### src/rtl/trap_sequencer_pkg.sv
// Shared types and constants for the commit-stage trap/MRET sequencer.
package trap_sequencer_pkg;

    typedef enum logic [1:0] {
        IDLE,
        DRAIN,
        UPDATE,
        REDIRECT
    } trap_state_e;

    localparam int IRQ_CODE_W = 4;

    localparam logic [IRQ_CODE_W-1:0] IRQ_CAUSE_EXT   = 4'd11;
    localparam logic [IRQ_CODE_W-1:0] IRQ_CAUSE_SW    = 4'd3;
    localparam logic [IRQ_CODE_W-1:0] IRQ_CAUSE_TIMER = 4'd7;

    // Bit positions within the {ext, sw, timer} interrupt vectors
    localparam int IRQ_EXT_BIT   = 2;
    localparam int IRQ_SW_BIT    = 1;
    localparam int IRQ_TIMER_BIT = 0;

    localparam logic [1:0] MTVEC_MODE_VECTORED = 2'b01;
    localparam logic [1:0] PRIV_M              = 2'd3;

endpackage

### src/rtl/trap_sequencer_irq_prio_enc.sv
// Combinational interrupt priority encoder: ext > sw > timer.
module irq_prio_enc
    import trap_sequencer_pkg::*;
(
    input  logic [2:0]            pending,
    input  logic [2:0]            enable,
    output logic                  hit,
    output logic [IRQ_CODE_W-1:0] code
);

    logic [2:0] active;

    assign active = pending & enable;

    always_comb begin
        hit  = |active;
        code = '0;
        if (active[IRQ_EXT_BIT]) begin
            code = IRQ_CAUSE_EXT;
        end else if (active[IRQ_SW_BIT]) begin
            code = IRQ_CAUSE_SW;
        end else if (active[IRQ_TIMER_BIT]) begin
            code = IRQ_CAUSE_TIMER;
        end
    end

endmodule

### src/rtl/trap_sequencer.sv
// Trap-entry / MRET sequencer for the commit stage: drain, CSR update strobe, held redirect.
// Optional TRAP_VECTORED_EN: interrupts use base + 4*cause when mtvec selects vectored mode.
module trap_sequencer
    import trap_sequencer_pkg::*;
#(
    parameter int XLEN    = 64,
    parameter int CAUSE_W = 4
) (
    input  logic               clk,
    input  logic               reset,
    input  logic               commit_valid,
    input  logic [XLEN-1:0]    commit_pc,
    input  logic               commit_exc,
    input  logic [CAUSE_W-1:0] commit_cause,
    input  logic               commit_mret,
    input  logic [2:0]         irq_lines,
    input  logic [2:0]         csr_mie,
    input  logic               csr_mstatus_mie,
    input  logic [1:0]         cur_mode,
    input  logic [XLEN-1:0]    csr_mtvec,
    input  logic [XLEN-1:0]    csr_mepc,
    input  logic               mem_busy,
    output logic               commit_kill,
    output logic               stall_commit,
    output logic               flush_all,
    output logic               trap_req,
    output logic [XLEN-1:0]    trap_cause,
    output logic [XLEN-1:0]    trap_epc,
    output logic               mret_req,
    output logic               redirect_valid,
    output logic [XLEN-1:0]    redirect_pc,
    input  logic               redirect_ready
);

    trap_state_e           state, state_next;
    logic [XLEN-1:0]       cause_q, epc_q, target_q;
    logic                  mret_q;

    logic                  irq_hit;
    logic [IRQ_CODE_W-1:0] irq_code;
    logic                  irq_take;
    logic                  accept_trap, accept_mret;
    logic [XLEN-1:0]       cause_next;
    logic [XLEN-1:0]       trap_base, trap_target;

    irq_prio_enc u_irq_prio_enc (
        .pending (irq_lines),
        .enable  (csr_mie),
        .hit     (irq_hit),
        .code    (irq_code)
    );

    assign irq_take    = commit_valid & ((cur_mode != PRIV_M) | csr_mstatus_mie) & irq_hit;
    assign accept_trap = (state == IDLE) & commit_valid & (commit_exc | irq_take);
    assign accept_mret = (state == IDLE) & commit_valid & ~commit_exc & ~irq_take & commit_mret;

    always_comb begin
        cause_next = '0;
        if (commit_exc) begin
            cause_next[CAUSE_W-1:0] = commit_cause;
        end else begin
            cause_next[IRQ_CODE_W-1:0] = irq_code;
            cause_next[XLEN-1]         = 1'b1;
        end
    end

    // Mode bits are masked off; the vectored build reinterprets them below
    assign trap_base = csr_mtvec & ~XLEN'(3);

`ifdef TRAP_VECTORED_EN
    logic [XLEN-1:0] vec_offset;

    always_comb begin
        vec_offset                   = '0;
        vec_offset[IRQ_CODE_W+1:2]   = cause_q[IRQ_CODE_W-1:0];
        trap_target                  = trap_base;
        if (cause_q[XLEN-1] && (csr_mtvec[1:0] == MTVEC_MODE_VECTORED)) begin
            trap_target = trap_base + vec_offset;
        end
    end
`else
    assign trap_target = trap_base;
`endif

    always_comb begin
        state_next     = state;
        commit_kill    = 1'b0;
        trap_req       = 1'b0;
        mret_req       = 1'b0;
        redirect_valid = 1'b0;
        case (state)
            IDLE: begin
                commit_kill = accept_trap & ~reset;
                if (accept_trap || accept_mret) begin
                    state_next = DRAIN;
                end
            end
            DRAIN: begin
                if (!mem_busy) begin
                    state_next = UPDATE;
                end
            end
            UPDATE: begin
                trap_req   = ~mret_q;
                mret_req   = mret_q;
                state_next = REDIRECT;
            end
            REDIRECT: begin
                redirect_valid = 1'b1;
                if (redirect_ready) begin
                    state_next = IDLE;
                end
            end
            default: state_next = IDLE;
        endcase
    end

    assign stall_commit = (state != IDLE);
    assign flush_all    = (state != IDLE);
    assign trap_cause   = trap_req ? cause_q : '0;
    assign trap_epc     = trap_req ? epc_q : '0;
    assign redirect_pc  = redirect_valid ? target_q : '0;

    always_ff @(posedge clk or posedge reset) begin
        if (reset) begin
            state    <= IDLE;
            cause_q  <= '0;
            epc_q    <= '0;
            target_q <= '0;
            mret_q   <= 1'b0;
        end else begin
            state <= state_next;
            if (accept_trap) begin
                cause_q <= cause_next;
                epc_q   <= commit_pc;
                mret_q  <= 1'b0;
            end else if (accept_mret) begin
                mret_q  <= 1'b1;
            end
            // Target is captured at the end of UPDATE so later CSR writes cannot move it
            if (state == UPDATE) begin
                target_q <= mret_q ? csr_mepc : trap_target;
            end
        end
    end

endmodule

### config.mk
export PLATFORM = sky130hd
export DESIGN_NAME = trap_sequencer
export DESIGN_NICKNAME = d
export VERILOG_FILES = /design/src/rtl/trap_sequencer_pkg.sv /design/src/rtl/trap_sequencer_irq_prio_enc.sv /design/src/rtl/trap_sequencer.sv
export SDC_FILE = /design/constraint.sdc
export NUM_CORES = 1
export LEC_CHECK = 0
export CORE_AREA = 8 8 152 154
export CTS_CLUSTER_DIAMETER = 40
export CTS_CLUSTER_SIZE = 12
export DETAILED_ROUTE_END_ITERATION = 16
export DIE_AREA = 0 0 160 162
export GPL_TIMING_DRIVEN = 0
export PLACE_DENSITY = 0.72
export SETUP_SLACK_MARGIN = 0.5
export SYNTH_ARGS = -nofsm -noshare
export SYNTH_HDL_FRONTEND = slang
export SYNTH_SLANG_ARGS = --single-unit
### constraint.sdc
create_clock -name clk -period 6.94 [get_ports clk]
set_clock_uncertainty 0.05 [all_clocks]
set_input_delay 1.041 -clock clk [delete_from_list [all_inputs] [get_ports clk]]
set_output_delay 1.041 -clock clk [all_outputs]
set_load 0.05 [all_outputs]
==> tab_implementation.tex <==
\begin{tabular}{lr}
\hline
Metric & Value \\
\hline
\multicolumn{2}{l}{\textbf{Run status}} \\
Result of the run & completed \\
\multicolumn{2}{l}{\textbf{Global routing}} \\
Total congestion overflow & 0 \\
Pin count of the biggest net entering global routing & 73 \\
Antenna violations before repair & 1 \\
Combined global-route utilization of all metal layers & 0.187 \\
Global-route wire length before repair & around 38 mm \\
Number of global-route vias before repair & approximately 6.5k \\
\multicolumn{2}{l}{\textbf{Synth}} \\
Post-synthesis sequential area ratio & 0.478 \\
Post-synthesis cell count & 668 \\
Distinct cell type count after synthesis & 28 \\
Number of enable-type register cells in the synthesized netlist & 0 \\
Share of flip-flops with an asynchronous set or reset after synthesis & 1.00 \\
Synth Warn \# & 0 \\
Dominant synthesized flop cell & sky130\_fd\_sc\_hd\_\_dfrtp\_1 \\
Mean cell area of the mapped netlist & 10.7 um\^{}2 \\
Netlist Area Pre-Place & roughly 0.0071 mm\^{}2 \\
Flop and latch count out of synthesis & between 100 and 150 \\
\multicolumn{2}{l}{\textbf{Setup path}} \\
Kind of end point of the critical path & primary output \\
Data required time at the worst endpoint & 5850 ps \\
Type of the worst setup path & input pin to primary output \\
Slack of the worst reg-to-reg path & approximately 4500 ps \\
Launch point of the critical path & commit\_exc \\
Cell depth of the worst flop-to-flop path & 6 \\
Arrival time at the worst endpoint & 3750 ps \\
Capture instance of the worst register-to-register path & target\_q[43] \\
CP max FO & 10 \\
Startpoint Class & input pin \\
Worst flop-to-flop path startpoint & state[0] \\
\multicolumn{2}{l}{\textbf{Worst hold path}} \\
Origin of the worst min-delay path & epc\_q[50] \\
End of the worst hold path & epc\_q[50] \\
Hold/Removal Path Class & flop to flop \\
Worst hold stages & 1 \\
\multicolumn{2}{l}{\textbf{Placed design}} \\
Gpl congestion & between 0.7 and 0.8 \\
Final HPWL from detailed placement & 20.0 mm \\
Number of placed instances with taps included & 1350 \\
Number of buffers inserted by port buffering & 348 \\
Placement Cell Area & $\sim$0.011 mm\^{}2 \\
\multicolumn{2}{l}{\textbf{Pwr}} \\
Cell area power density & roughly 470 mW/mm\^{}2 \\
Static power due to leakage & approximately 5.1 nW \\
Worst IR Drop VDD & 0.212 mV \\
\multicolumn{2}{l}{\textbf{STA}} \\
Period utilization & 0.698 \\
Fin crit period & 4840 ps \\
Transition time at the pin with the least slew margin & 820 ps \\
Highest attainable clock frequency & 207 MHz \\
Final hold violation count & 0 \\
Setup Viol. Count Final & 0 \\
Rel. slew slack & 0.454 \\
Unrepaired setup endpoints after global routing & false \\
Number of pins exceeding their max-slew limit in the final report & 0 \\
\multicolumn{2}{l}{\textbf{Detailed routing}} \\
Uppermost metal layer occupied by signal nets & met5 \\
Total length of routed met2 wires & 13.0 mm \\
Antenna violation net count after detailed routing & 0 \\
DRC Markers & 0 \\
Routed wl met3 & 1.93 mm \\
Routed WL per cell & 18.1 um \\
Number of optimization iterations in the first detailed-route pass & 4 \\
Starting DRT DRC Count & 215 \\
Routed wire length & 25.0 mm \\
DRT met1 WL & 9.78 mm \\
Number of vias after detailed routing & 6035 \\
Via count normalized by instance count & 4.37 \\
\multicolumn{2}{l}{\textbf{Finish}} \\
\# nets final & roughly 1.3k \\
Final Cell Area & between 0.01 and 0.015 mm\^{}2 \\
Most frequent standard cell in the layout excluding fill and tap cells & sky130\_fd\_sc\_hd\_\_clkdlybuf4s50\_1 \\
Share of cells above drive strength 1 & 0.147 \\
Top library cells by usage in the layout, fill and taps aside & sky130\_fd\_sc\_hd\_\_clkdlybuf4s50\_1, sky130\_fd\_sc\_hd\_\_dfrtp\_1, sky130\_fd\_sc\_hd\_\_and2\_1 \\
Non-filler instance count after layout & 1382 \\
Antenna Diode Count & 0 \\
Area growth from synthesis to layout & 65.7\% \\
\multicolumn{2}{l}{\textbf{Clocking}} \\
Cts bufs inserted & 17 \\
Max H-tree Level & 4 \\
Maximum clock insertion buffer count & 2 \\
Insertion delay to the later sink of the worst-skew pair & 410 ps \\
CTS tree & done \\
CTS clk-pin slew, worst paths & 60 ps \\
Buffer cell driving the clock tree root & sky130\_fd\_sc\_hd\_\_clkbuf\_16 \\
Post-CTS setup buffer count & 0 \\
Number of gates resized after cts & 0 \\
Number of buffers added to fix hold violations after cts & 0 \\
Clock sink total & about 140 \\
\multicolumn{2}{l}{\textbf{Floorplanning}} \\
Number of rows created at floorplan & 53 \\
Die outline area & approximately 0.026 mm\^{}2 \\
Placeable core area & about 0.021 mm\^{}2 \\
Number of top-level pins & 410 \\
Die width & 160 um \\
Die outline height & around 160 um \\
Initial Utilization & 0.344 \\
\multicolumn{2}{l}{\textbf{Flow run}} \\
Max cap viols & 0 \\
\hline
\end{tabular}
==> cells by family (layout without fill, tap and decap cells) <==
kind of cell,after synthesis,after routing,share of synthesized area
buffers and inverters,108,489,0.0971
adders and majority gates,5,5,0.00879
other,1,59,0.000527
and+or+nand+nor,212,212,0.162
DFF,136,136,0.478
AOI/OAI and AO/OA,78,78,0.0622
muxes,128,128,0.191
==> metal layers <==
metal  up-vias  GRT usage
li1       2957          -
met1      2832      0.212
met2       229      0.333
met3        15     0.0638
met4         2     0.0463
met5         -          0
==> flip-flops by register name (all words and copies together) (netlist names) <==
name	flops
mret_q	1
cause_q	5
epc_q	64
state	2
target_q	64
==> cells in the mapped netlist, types with 3 or more instances <==
| cell | n | area share |
|---|---|---|
| sky130_fd_sc_hd__buf_4 | 60 | 0.063 |
| sky130_fd_sc_hd__buf_2 | 6 | 0.0042 |
| sky130_fd_sc_hd__buf_6 | 7 | 0.011 |
| sky130_fd_sc_hd__mux2i_1 | 63 | 0.089 |
| sky130_fd_sc_hd__mux2_2 | 53 | 0.084 |
| sky130_fd_sc_hd__nor2_1 | 69 | 0.036 |
| sky130_fd_sc_hd__mux2_1 | 12 | 0.019 |
| sky130_fd_sc_hd__a21oi_1 | 65 | 0.046 |
| sky130_fd_sc_hd__nand2_1 | 5 | 0.0026 |
| sky130_fd_sc_hd__a22oi_1 | 3 | 0.0032 |
| sky130_fd_sc_hd__dfrtp_1 | 136 | 0.48 |
| sky130_fd_sc_hd__and2_1 | 135 | 0.12 |
| sky130_fd_sc_hd__inv_1 | 6 | 0.0032 |
| sky130_fd_sc_hd__ha_1 | 5 | 0.0088 |
| sky130_fd_sc_hd__clkbuf_1 | 28 | 0.015 |
==> per-stage QoR <==
| stage | TNS, ps | utilization | total power [mW] | hold WS (ps) | setup slack [ps] |
|---|---|---|---|---|---|
| after CTS | 0 | 0.570 | 5.65 | 430 | 1980 |
| after global placement | -15540 | 0.539 | 4.65 | 410 | -1110 |
| final | 0 | 0.570 | 5.58 | 427 | 2100 |
| after global routing | 0 | 0.570 | 5.89 | 449 | 1790 |
| after floorplan | 0 | - | 3.58 | 399 | 1290 |
| after detailed placement | 0 | 0.541 | 4.70 | 416 | 2020 |
==> layout make-up <==
| cell class | instances | area, um^2 |
|---|---|---|
| Clock buffer | 18 | 429 |
| Timing Repair Buffer | 349 | 3510 |
| Clock inverter | 14 | 171 |
| Fill cell | 1824 | 8900 |
| Sequential cell | 136 | 3400 |
| Multi-Input combinational cell | 482 | 3240 |
| Buffer | 102 | 668 |
| Inverter | 6 | 27.5 |
| Tap cell | 275 | 344 |
==> power by group <==
group / switching, mW / internal [mW] / total, mW
clock network: 0.356 / 0.568 / 0.924
registers: 0.169 / 1.19 / 1.36
logic: 2.07 / 1.22 / 3.29
==> critical path, cell delays in order <==
cell and delay (ps):
sky130_fd_sc_hd__clkdlybuf4s50_1 670, sky130_fd_sc_hd__nor4bb_2 120, sky130_fd_sc_hd__a211oi_4 710, sky130_fd_sc_hd__buf_6 240, sky130_fd_sc_hd__and2_1 130, sky130_fd_sc_hd__clkdlybuf4s50_1 820
==> worst max-delay path by stage <==
stage | end | cells after the start
finish | commit_kill | 6
global route | trap_epc[62] | 8
CTS | trap_epc[62] | 8
detailed placement | commit_kill | 6
global placement | commit_kill | 4
floorplan | commit_kill | 2
Power figures use the tool's default switching activity.
